`src/rtl/key_event_pkg.sv`:
```
// key_event_pkg: key codes, sizes and enqueue priority shared by the key event queue.
package key_event_pkg;
  localparam int NUM_KEYS = 7;
  localparam int KEY_CODE_W = 3;
  typedef enum logic [KEY_CODE_W-1:0] {
    KEY_A, KEY_B, KEY_C, KEY_D, KEY_E, KEY_SPACE, KEY_ESC
  } key_code_e;
  localparam key_code_e PRIO_ORDER [NUM_KEYS] = '{
    KEY_ESC, KEY_SPACE, KEY_A, KEY_B, KEY_C, KEY_D, KEY_E
  };
  // Walk from lowest to highest priority so the last match wins.
  function automatic logic [KEY_CODE_W-1:0] pick_key(input logic [NUM_KEYS-1:0] pend);
    pick_key = KEY_A;
    for (int i = NUM_KEYS - 1; i >= 0; i--)
      if (pend[PRIO_ORDER[i]]) pick_key = PRIO_ORDER[i];
  endfunction
endpackage

```
`src/rtl/key_event_fifo.sv`:
```
// key_event_fifo: small synchronous FIFO of key codes with occupancy count and a
// flush-and-write used when ESC discards the queue.
module key_event_fifo
  import key_event_pkg::*;
#(
  parameter int DEPTH = 4
) (
  input  logic                    clk,
  input  logic                    rst_n,
  input  logic                    i_push,
  input  logic [KEY_CODE_W-1:0]   i_data,
  input  logic                    i_pop,
  input  logic                    i_flush,
  output logic                    o_valid,
  output logic                    o_full,
  output logic [KEY_CODE_W-1:0]   o_data,
  output logic [$clog2(DEPTH):0]  o_count
);
  localparam int AW = $clog2(DEPTH);
  localparam int CW = AW + 1;
  logic [KEY_CODE_W-1:0] r_mem [DEPTH];
  logic [AW-1:0] r_wr, r_rd;
  logic [CW-1:0] r_count;
  logic w_push, w_pop;
  assign o_valid = r_count != '0;
  assign o_full  = r_count == CW'(DEPTH);
  assign o_data  = r_mem[r_rd];
  assign o_count = r_count;
  assign w_pop   = i_pop & o_valid;
  assign w_push  = i_push & (!o_full | w_pop);
  always_ff @(posedge clk or negedge rst_n) begin
    if (!rst_n) begin
      for (int i = 0; i < DEPTH; i++) r_mem[i] <= '0;
      r_wr    <= '0;
      r_rd    <= '0;
      r_count <= '0;
    end else if (i_flush) begin
      r_mem[0] <= i_data;
      r_wr     <= AW'(1);
      r_rd     <= '0;
      r_count  <= CW'(1);
    end else begin
      if (w_push) r_mem[r_wr] <= i_data;
      if (w_push) r_wr <= r_wr + AW'(1);
      if (w_pop) r_rd <= r_rd + AW'(1);
      r_count <= r_count + CW'(w_push) - CW'(w_pop);
    end
  end
endmodule

```
`src/rtl/key_event_queue.sv`:
```
// key_event_queue: turns held-key levels into single press events with per-key
// holdoff and queues them for a valid/ready consumer. ESC_FLUSH_EN: ESC discards the queue.
module key_event_queue
  import key_event_pkg::*;
#(
  parameter int FIFO_DEPTH     = 4,
  parameter int HOLDOFF_CYCLES = 1000000,
  parameter int HOLDOFF_WIDTH  = 20
) (
  input  logic                         CLK,
  input  logic                         RESET_N,
  input  logic                         A,
  input  logic                         B,
  input  logic                         C,
  input  logic                         D,
  input  logic                         E,
  input  logic                         spacebar,
  input  logic                         esc,
  output logic                         ev_valid,
  output logic [KEY_CODE_W-1:0]        ev_code,
  input  logic                         ev_ready,
  output logic [$clog2(FIFO_DEPTH):0]  fifo_count,
  output logic                         overflow
);
  logic [NUM_KEYS-1:0] w_level, w_rise, w_idle, w_accept, w_drop, w_clear;
  logic [NUM_KEYS-1:0] r_prev, r_pending;
  logic [NUM_KEYS-1:0][HOLDOFF_WIDTH-1:0] r_hold;
  logic [KEY_CODE_W-1:0] w_code;
  logic w_push, w_pop, w_full, w_flush, r_overflow;
  assign w_level = {esc, spacebar, E, D, C, B, A};
  assign w_rise  = w_level & ~r_prev;
  // A rise outside holdoff with the key already pending has nowhere to go.
  for (genvar k = 0; k < NUM_KEYS; k++) begin : g_key
    assign w_idle[k]   = r_hold[k] == '0;
    assign w_accept[k] = w_rise[k] & w_idle[k] & ~r_pending[k];
    assign w_drop[k]   = w_rise[k] & w_idle[k] & r_pending[k];
  end
  assign w_code  = pick_key(r_pending);
  assign w_pop   = ev_valid & ev_ready;
  assign w_push  = |r_pending & (!w_full | w_pop);
  assign w_clear = w_push ? NUM_KEYS'(1) << w_code : '0;
`ifdef ESC_FLUSH_EN
  assign w_flush = w_push & (w_code == KEY_ESC);
`else
  assign w_flush = 1'b0;
`endif
  assign overflow = r_overflow;
  always_ff @(posedge CLK or negedge RESET_N) begin
    if (!RESET_N) begin
      r_prev     <= '1;
      r_pending  <= '0;
      r_hold     <= '0;
      r_overflow <= 1'b0;
    end else begin
      r_prev     <= w_level;
      r_pending  <= (w_flush ? '0 : r_pending & ~w_clear) | w_accept;
      r_overflow <= |w_drop;
      for (int i = 0; i < NUM_KEYS; i++)
        r_hold[i] <= (w_rise[i] && w_idle[i]) ? HOLDOFF_WIDTH'(HOLDOFF_CYCLES)
                   : w_idle[i] ? r_hold[i] : r_hold[i] - HOLDOFF_WIDTH'(1);
    end
  end
  key_event_fifo #(.DEPTH(FIFO_DEPTH)) u_fifo (
    .clk     (CLK),
    .rst_n   (RESET_N),
    .i_push  (w_push),
    .i_data  (w_code),
    .i_pop   (w_pop),
    .i_flush (w_flush),
    .o_valid (ev_valid),
    .o_full  (w_full),
    .o_data  (ev_code),
    .o_count (fifo_count)
  );
endmodule

```
`config.mk`:
```
export PLATFORM = sky130hd
export DESIGN_NAME = key_event_queue
export DESIGN_NICKNAME = d
export VERILOG_FILES = /design/src/rtl/key_event_pkg.sv /design/src/rtl/key_event_fifo.sv /design/src/rtl/key_event_queue.sv
export SDC_FILE = /design/constraint.sdc
export NUM_CORES = 1
export LEC_CHECK = 0
export BUFFER_PORTS_ARGS = -buffer_cell sky130_fd_sc_hd__buf_2
export CAP_MARGIN = 20
export CORE_ASPECT_RATIO = 1.75
export CORE_MARGIN = 2
export CORE_UTILIZATION = 45
export CTS_BUF_LIST = sky130_fd_sc_hd__clkbuf_4 sky130_fd_sc_hd__clkbuf_8 sky130_fd_sc_hd__clkbuf_16
export DETAILED_ROUTE_END_ITERATION = 7
export HOLD_SLACK_MARGIN = 0.12
export REMOVE_ABC_BUFFERS = 1
export SYNTH_ARGS = -nofsm -noshare
export SYNTH_HDL_FRONTEND = slang
export SYNTH_HIERARCHICAL = 1
export SYNTH_SLANG_ARGS = --single-unit
```
`constraint.sdc`:
```
create_clock -name CLK -period 3.78 [get_ports CLK]
set_clock_uncertainty 0.2 [all_clocks]
set_input_delay 0.378 -clock CLK [delete_from_list [all_inputs] [get_ports CLK]]
set_output_delay 0.378 -clock CLK [all_outputs]
set_load 0.03 [all_outputs]
```
# After elaboration in Yosys (flattened, before gate mapping)
# Cells that the tools add are included.
# op_classes
addsub	11
eq_ne	8
muxes	28
n_reduce_logical	19
order_cmp	3
n_bitwise	41
n_shift	1
# ops
op	n
$mux W20	14
$logic_not A20 Y1	7
$sub A20 B1 Y20 const B	7
$mux W3	10
$and A1 B1 Y1	25
$and A7 B7 Y7	2
$ne A2 B1 Y1 const B	7
$not A7 Y7	2
$reduce_or A7 Y1	2
$bwmux W12	1
$logic_and A1 B1 Y1	8
$mux W7	1
$not A1 Y1	7
$or A7 B7 Y7	1
$shl A1 B3 Y7 const A	1
$bmux W3 S2	1
$demux W3 S2	1
$ge A3 B3 Y1 const B	2
$not A2 Y3	2
$add A2 B1 Y2 const B	2
$add A3 B1 Y3	1
$eq A3 B3 Y1 const B	1
$lt A3 B1 Y1 const B	1
$reduce_bool A3 Y1	1
3 further kinds	4
# word_totals
word_cells	128
out_inout_bits	8
register_bits	174
in_bits	10

# Longest topological paths before layout
# logic_depth
word_depth	12
depth_mapped	11
depth_no_buf	11

# By module
# Netlist, hierarchy kept.
# modules_own_cells
mod	area_each_um2	cells_each	instances	seq_area_each_um2
key_event_queue	7701.1	755	1	3887.5
key_event_fifo	1057.3	75	1	475.5

# Least setup slack after synthesis
# Ideal clock, no wire load.
# synth_path
path_type	reg-to-reg
startpoint	reg u_fifo.r_count[1], in the netlist u_fifo/o_count[1]
endpoint	reg u_fifo.r_count[2], in the netlist u_fifo/o_count[2]
path_slack_ps	472
period_less_slack_ps	3308
setup_time_ps	119
arrival_time_ps	2989
stages_incl_launch_ff	12
required_time_ps	3461
n_path_buf	1
cell_sequence	dfrtp_1 or3_2 and2_1 or4b_4 buf_6 and2_2 ha_1 inv_1 fa_1 xor2_1 and2_1 nor3_1
# synth_between
elab_chain_cells	7
word_cells_on_any_way	11
cone_classes	add/sub: 2; eq/ne: 1; bitwise: 6; reduce/logical: 2
# synth_rtl
element	line_no	rtl
start: declaration	key_event_fifo.sv:23	logic [CW-1:0] r_count;
start signal: assignment	key_event_fifo.sv:46	r_count <= r_count + CW'(w_push) - CW'(w_pop);
$reduce_bool A3 Y1 *	key_event_fifo.sv:25	assign o_valid = r_count != '0;
named net ev_valid	key_event_queue.sv:19	output logic ev_valid,
$and A1 B1 Y1 *	key_event_queue.sv:39	assign w_pop = ev_valid & ev_ready;
named net w_pop	key_event_queue.sv:29	logic w_push, w_pop, w_full, w_flush, r_overflow;
$or A1 B1 Y1 or $and A1 B1 Y1 (tied branches)	key_event_queue.sv:40, key_event_fifo.sv:29	
$and A1 B1 Y1 or $or A1 B1 Y1 (tied branches)	key_event_queue.sv:40, key_event_fifo.sv:30	
$and A1 B1 Y1	key_event_fifo.sv:30	assign w_push = i_push & (!o_full | w_pop);
$add A3 B1 Y3	key_event_fifo.sv:46	
$sub A3 B1 Y3 *	key_event_fifo.sv:46	
# The timed path passes the listed nets; every way through them passes the cells marked *.
# A chain may end at the register's enable or synchronous reset.

# Worst setup path after layout
# layout_path
startpoint	reg u_fifo.r_count[1], in the netlist u_fifo/o_count[1]
endpoint	reg u_fifo.r_count[2], in the netlist u_fifo/o_count[2]
# layout_between
elab_chain_cells	7
word_cells_on_any_way	11
cone_classes	add/sub: 2; eq/ne: 1; bitwise: 6; reduce/logical: 2
# layout_rtl
element	line_no	rtl
$reduce_bool A3 Y1	key_event_fifo.sv:25	
$and A1 B1 Y1	key_event_queue.sv:39	
named net w_pop	key_event_queue.sv:29	
$or A1 B1 Y1	key_event_queue.sv:40	assign w_push = |r_pending & (!w_full | w_pop);
$and A1 B1 Y1	key_event_queue.sv:40	
named net w_push	key_event_queue.sv:29	
$and A1 B1 Y1	key_event_fifo.sv:30	
$add A3 B1 Y3	key_event_fifo.sv:46	
$sub A3 B1 Y3	key_event_fifo.sv:46	
# The timed path passes the listed nets, and every way through them passes these cells.

==> reports/summary.txt <==
Status: finished, final reports clean
WL/cell: 16.0 um
Mapped Cells: 830
Worst-path fanout max: 9
Area of the multi-input gates: 0.00422 mm^2
DIE HEIGHT: 189 um
Drt initial violations: 323
Clk slew on worst S/H paths: 60 ps
Largest net degree at the start of global routing: 74
Total number of yosys warnings: 6
Max Slew Vio Count: 0
Share of cells above drive strength 1: 13.1%
Total Power: 4.34 mW
Clk network pwr share: 40.9%
Post-synth top flop: dfrtp_1
Comb pwr share: 11.6%
CTS tree: built
DR vias: 6346
Sw Share: 25.4%
Number of global-route vias before repair: 6682
Diodes inserted: 0
FF-to-FF Start: u_fifo/o_count[1]
Crit Reg-Reg Endpoint: u_fifo/o_count[2]
Reg-to-reg slack, setup: 590 ps
Post-synth cell types: 76
Final Hold Fails: 0
Min-delay src: r_hold[111]
I/O Buffers: 17
Worst reg2reg path depth: 11
Area contributors post-synth: dfrtp_1 48%, xor2_1 3.9%, nor3_1 3.9%
TritonCTS buffer count: 17
Final nets: 894
Asr flop ratio synth: 100%
CP Data Arrival Time: 3330 ps
Sink Count: 174
Dpl hpwl: 12900 um
Initial antenna violation count: 0
Period utilization: 84.3%
Max_cap viols: 0
Final TNS setup: 0 ps
First-pass GRT wire length: 31400 um
Switch Pwr: 1.10 mW
Routed wire length: 17900 um
Hold crit path type: register to register
Leak: 4.05 nW
Core area: 0.0191 mm^2
Cell row count: 67
Die area: 0.0206 mm^2
Sequential power share: 47.5%
Kind of start point of the critical path: register
Yosys top cell area share: 47.7%
F_max: 0.314 GHz
Clock Latency Late Sink: 430 ps
Worst hold endpoint: r_hold[111]
Worst Tran Pin Value: 939 ps
Setup WS post-layout: 594 ps
Die W: 109 um
Remaining DRCs: 0
Worst Hold Path Cells: 1
DRT antenna net count: 0
P&R area growth vs syn: 11.9%
I/O pin total: 18
Power per standard cell area: 443 mW/mm^2
H-tree depth: 4
Tot GR Track Use: 19.0%
CP endpoint kind: register
VDD IR max: 242 uV
Synth area leader: dfrtp_1
GRT overflow: 0
Root Driver: clkbuf_16
Final RePlAce weighted congestion: 0.839
Number of flops mapped to enable cells by yosys: 0
Maximum clock path buffer count: 2
Pre-antenna DRT Iters: 4
# fillers: 1719
Setup violations, final: 0
Synthesized flop and latch total: 174
Slew headroom: 36.8%
Minimum clock period: 3190 ps
Post-Syn Area: 0.00876 mm^2
Seq/Total Area, Yosys: 49.8%
Kind of critical path: register to register
Initial Util: 45.8%
Setup Fix Bufs, Post-CTS: 0
Internal: 3.24 mW
Critical path required time: 3930 ps
FF/Latch Area: 0.00436 mm^2
DR vias/cell: 5.69
RSZ-0062 raised after global routing: no
Post-Place Worst Slack: 613 ps
Syn_area_per_cell: 10.6 um^2
cell usage after synthesis (all sizes together), types with 7 or more instances:
master and number:
xnor2 21, xor2 39, a31oi 8, or3 17
nor3 72, dfrtp 167, inv 28, mux2i 23
and2 10, nor2 71, nand2 39, nand4 11
nand3 18, nor4b 12, dfstp 7, or4 21
ha 20, a21oi 30, a211oi 13, o21ai 42
or2 7, clkbuf 11, mux2 19, nor4 37
nor2b 11, nand2b 14
metal layers:
layer | vias up | routed length (um) | global-route usage [%]
li1 | 3104 | - | -
met5 | - | 0 | 0
met3 | 30 | 362 | 4.22
met2 | 60 | 9960 | 34.3
met4 | 0 | 369 | 7.11
met1 | 3152 | 7160 | 21.2
kinds of logic after synthesis:
logic type      after synthesis  synth area share (%)
other cells                   1                0.0428
buf+inv                      44                  2.06
mux                          45                  6.23
xor+xnor                     60                  6.00
fa+ha+maj                    21                  3.09
flops                       174                  49.8
compound gates              118                  8.54
simple gates                367                  24.2
critical path: stages (launching register included):
cell,delay [ps]
dfrtp_1,500
or3_2,180
and2_1,200
nor2b_1,130
a21oi_1,580
and2_2,270
ha_1,140
inv_1,60
fa_1,370
xor2_1,160
and2_1,180
nor3_1,130
layout make-up:
| type | count | share of cell area [%] |
|---|---|---|
| flip-flops and latches | 174 | 44.5 |
| well taps | 241 | 3.08 |
| multi-input cells | 613 | 43.1 |
| repair buffers | 29 | 2.18 |
| inverters | 28 | 1.07 |
| clock buffers | 22 | 4.98 |
| clock inverters | 9 | 1.10 |
power groups by stage:
stage	registers [mW]	clock network [mW]	logic, mW
3_5_place_dp	2.09	0	0.502
4_1_cts	2.06	1.82	0.510
5_1_grt	2.08	1.90	0.566
2_1_floorplan	2.08	0	0.344
3_3_place_gp	2.09	0	0.482
6_report	2.06	1.78	0.504
flip-flops by register name, indices dropped and copies added, names as in the netlist:
register,cells
u_fifo/r_mem,12
overflow,1
u_fifo/r_wr,2
r_hold,140
u_fifo/r_rd,2
r_pending,7
u_fifo/o_count,3
r_prev,7
through the flow:
step | hold WS (ps) | utilization, % | cells | cell area (um^2)
after CTS | 270 | 51.3 | 1116 | 9800
final | 267 | 51.3 | 1116 | 9800
after detailed placement | 242 | 47.7 | 1077 | 9120
after global placement | 228 | 47.7 | 1077 | 9120
after floorplan | -118 | - | 815 | 8690
after global routing | 284 | 51.3 | 1116 | 9800
worst max path at each step:
stage | end | slack (ps) | from
floorplan | u_fifo/o_count[2] | 520 | u_fifo/o_count[1]
global placement | u_fifo/o_count[2] | 730 | u_fifo/o_count[1]
detailed placement | u_fifo/o_count[2] | 610 | u_fifo/o_count[1]
CTS | u_fifo/o_count[2] | 600 | u_fifo/o_count[1]
global route | u_fifo/o_count[2] | 250 | u_fifo/o_count[1]
finish | u_fifo/o_count[2] | 590 | u_fifo/o_count[1]
cell usage in the layout, fill, tap and decap left out, types with 8 or more instances in the layout:
cell type	instances
dlygate4sd3_1	8
xnor2_1	21
buf_2	16
a21oi_1	30
dfrtp_1	167
mux2i_1	23
nor2_1	68
mux2_2	10
nand2b_1	14
nand2_1	39
clkbuf_16	17
or4_1	19
nor3_1	68
nor2b_1	10
nor4_1	36
ha_1	20
nor4b_1	9
or3_1	16
mux2_4	9
a211oi_1	12
o21ai_0	41
nand4_1	10
inv_1	28
xor2_1	39
nand3_1	18
and2_1	9
what timing repair did:
| item | 4_1_cts | 5_1_grt |
|---|---|---|
| hold buffers | 8 | 0 |
| gates resized for setup | 0 | 0 |
| endpoints found under the setup margin | 0 | 0 |
| hold endpoints to repair | 75 | 0 |
(Power assumes the default switching activity.)
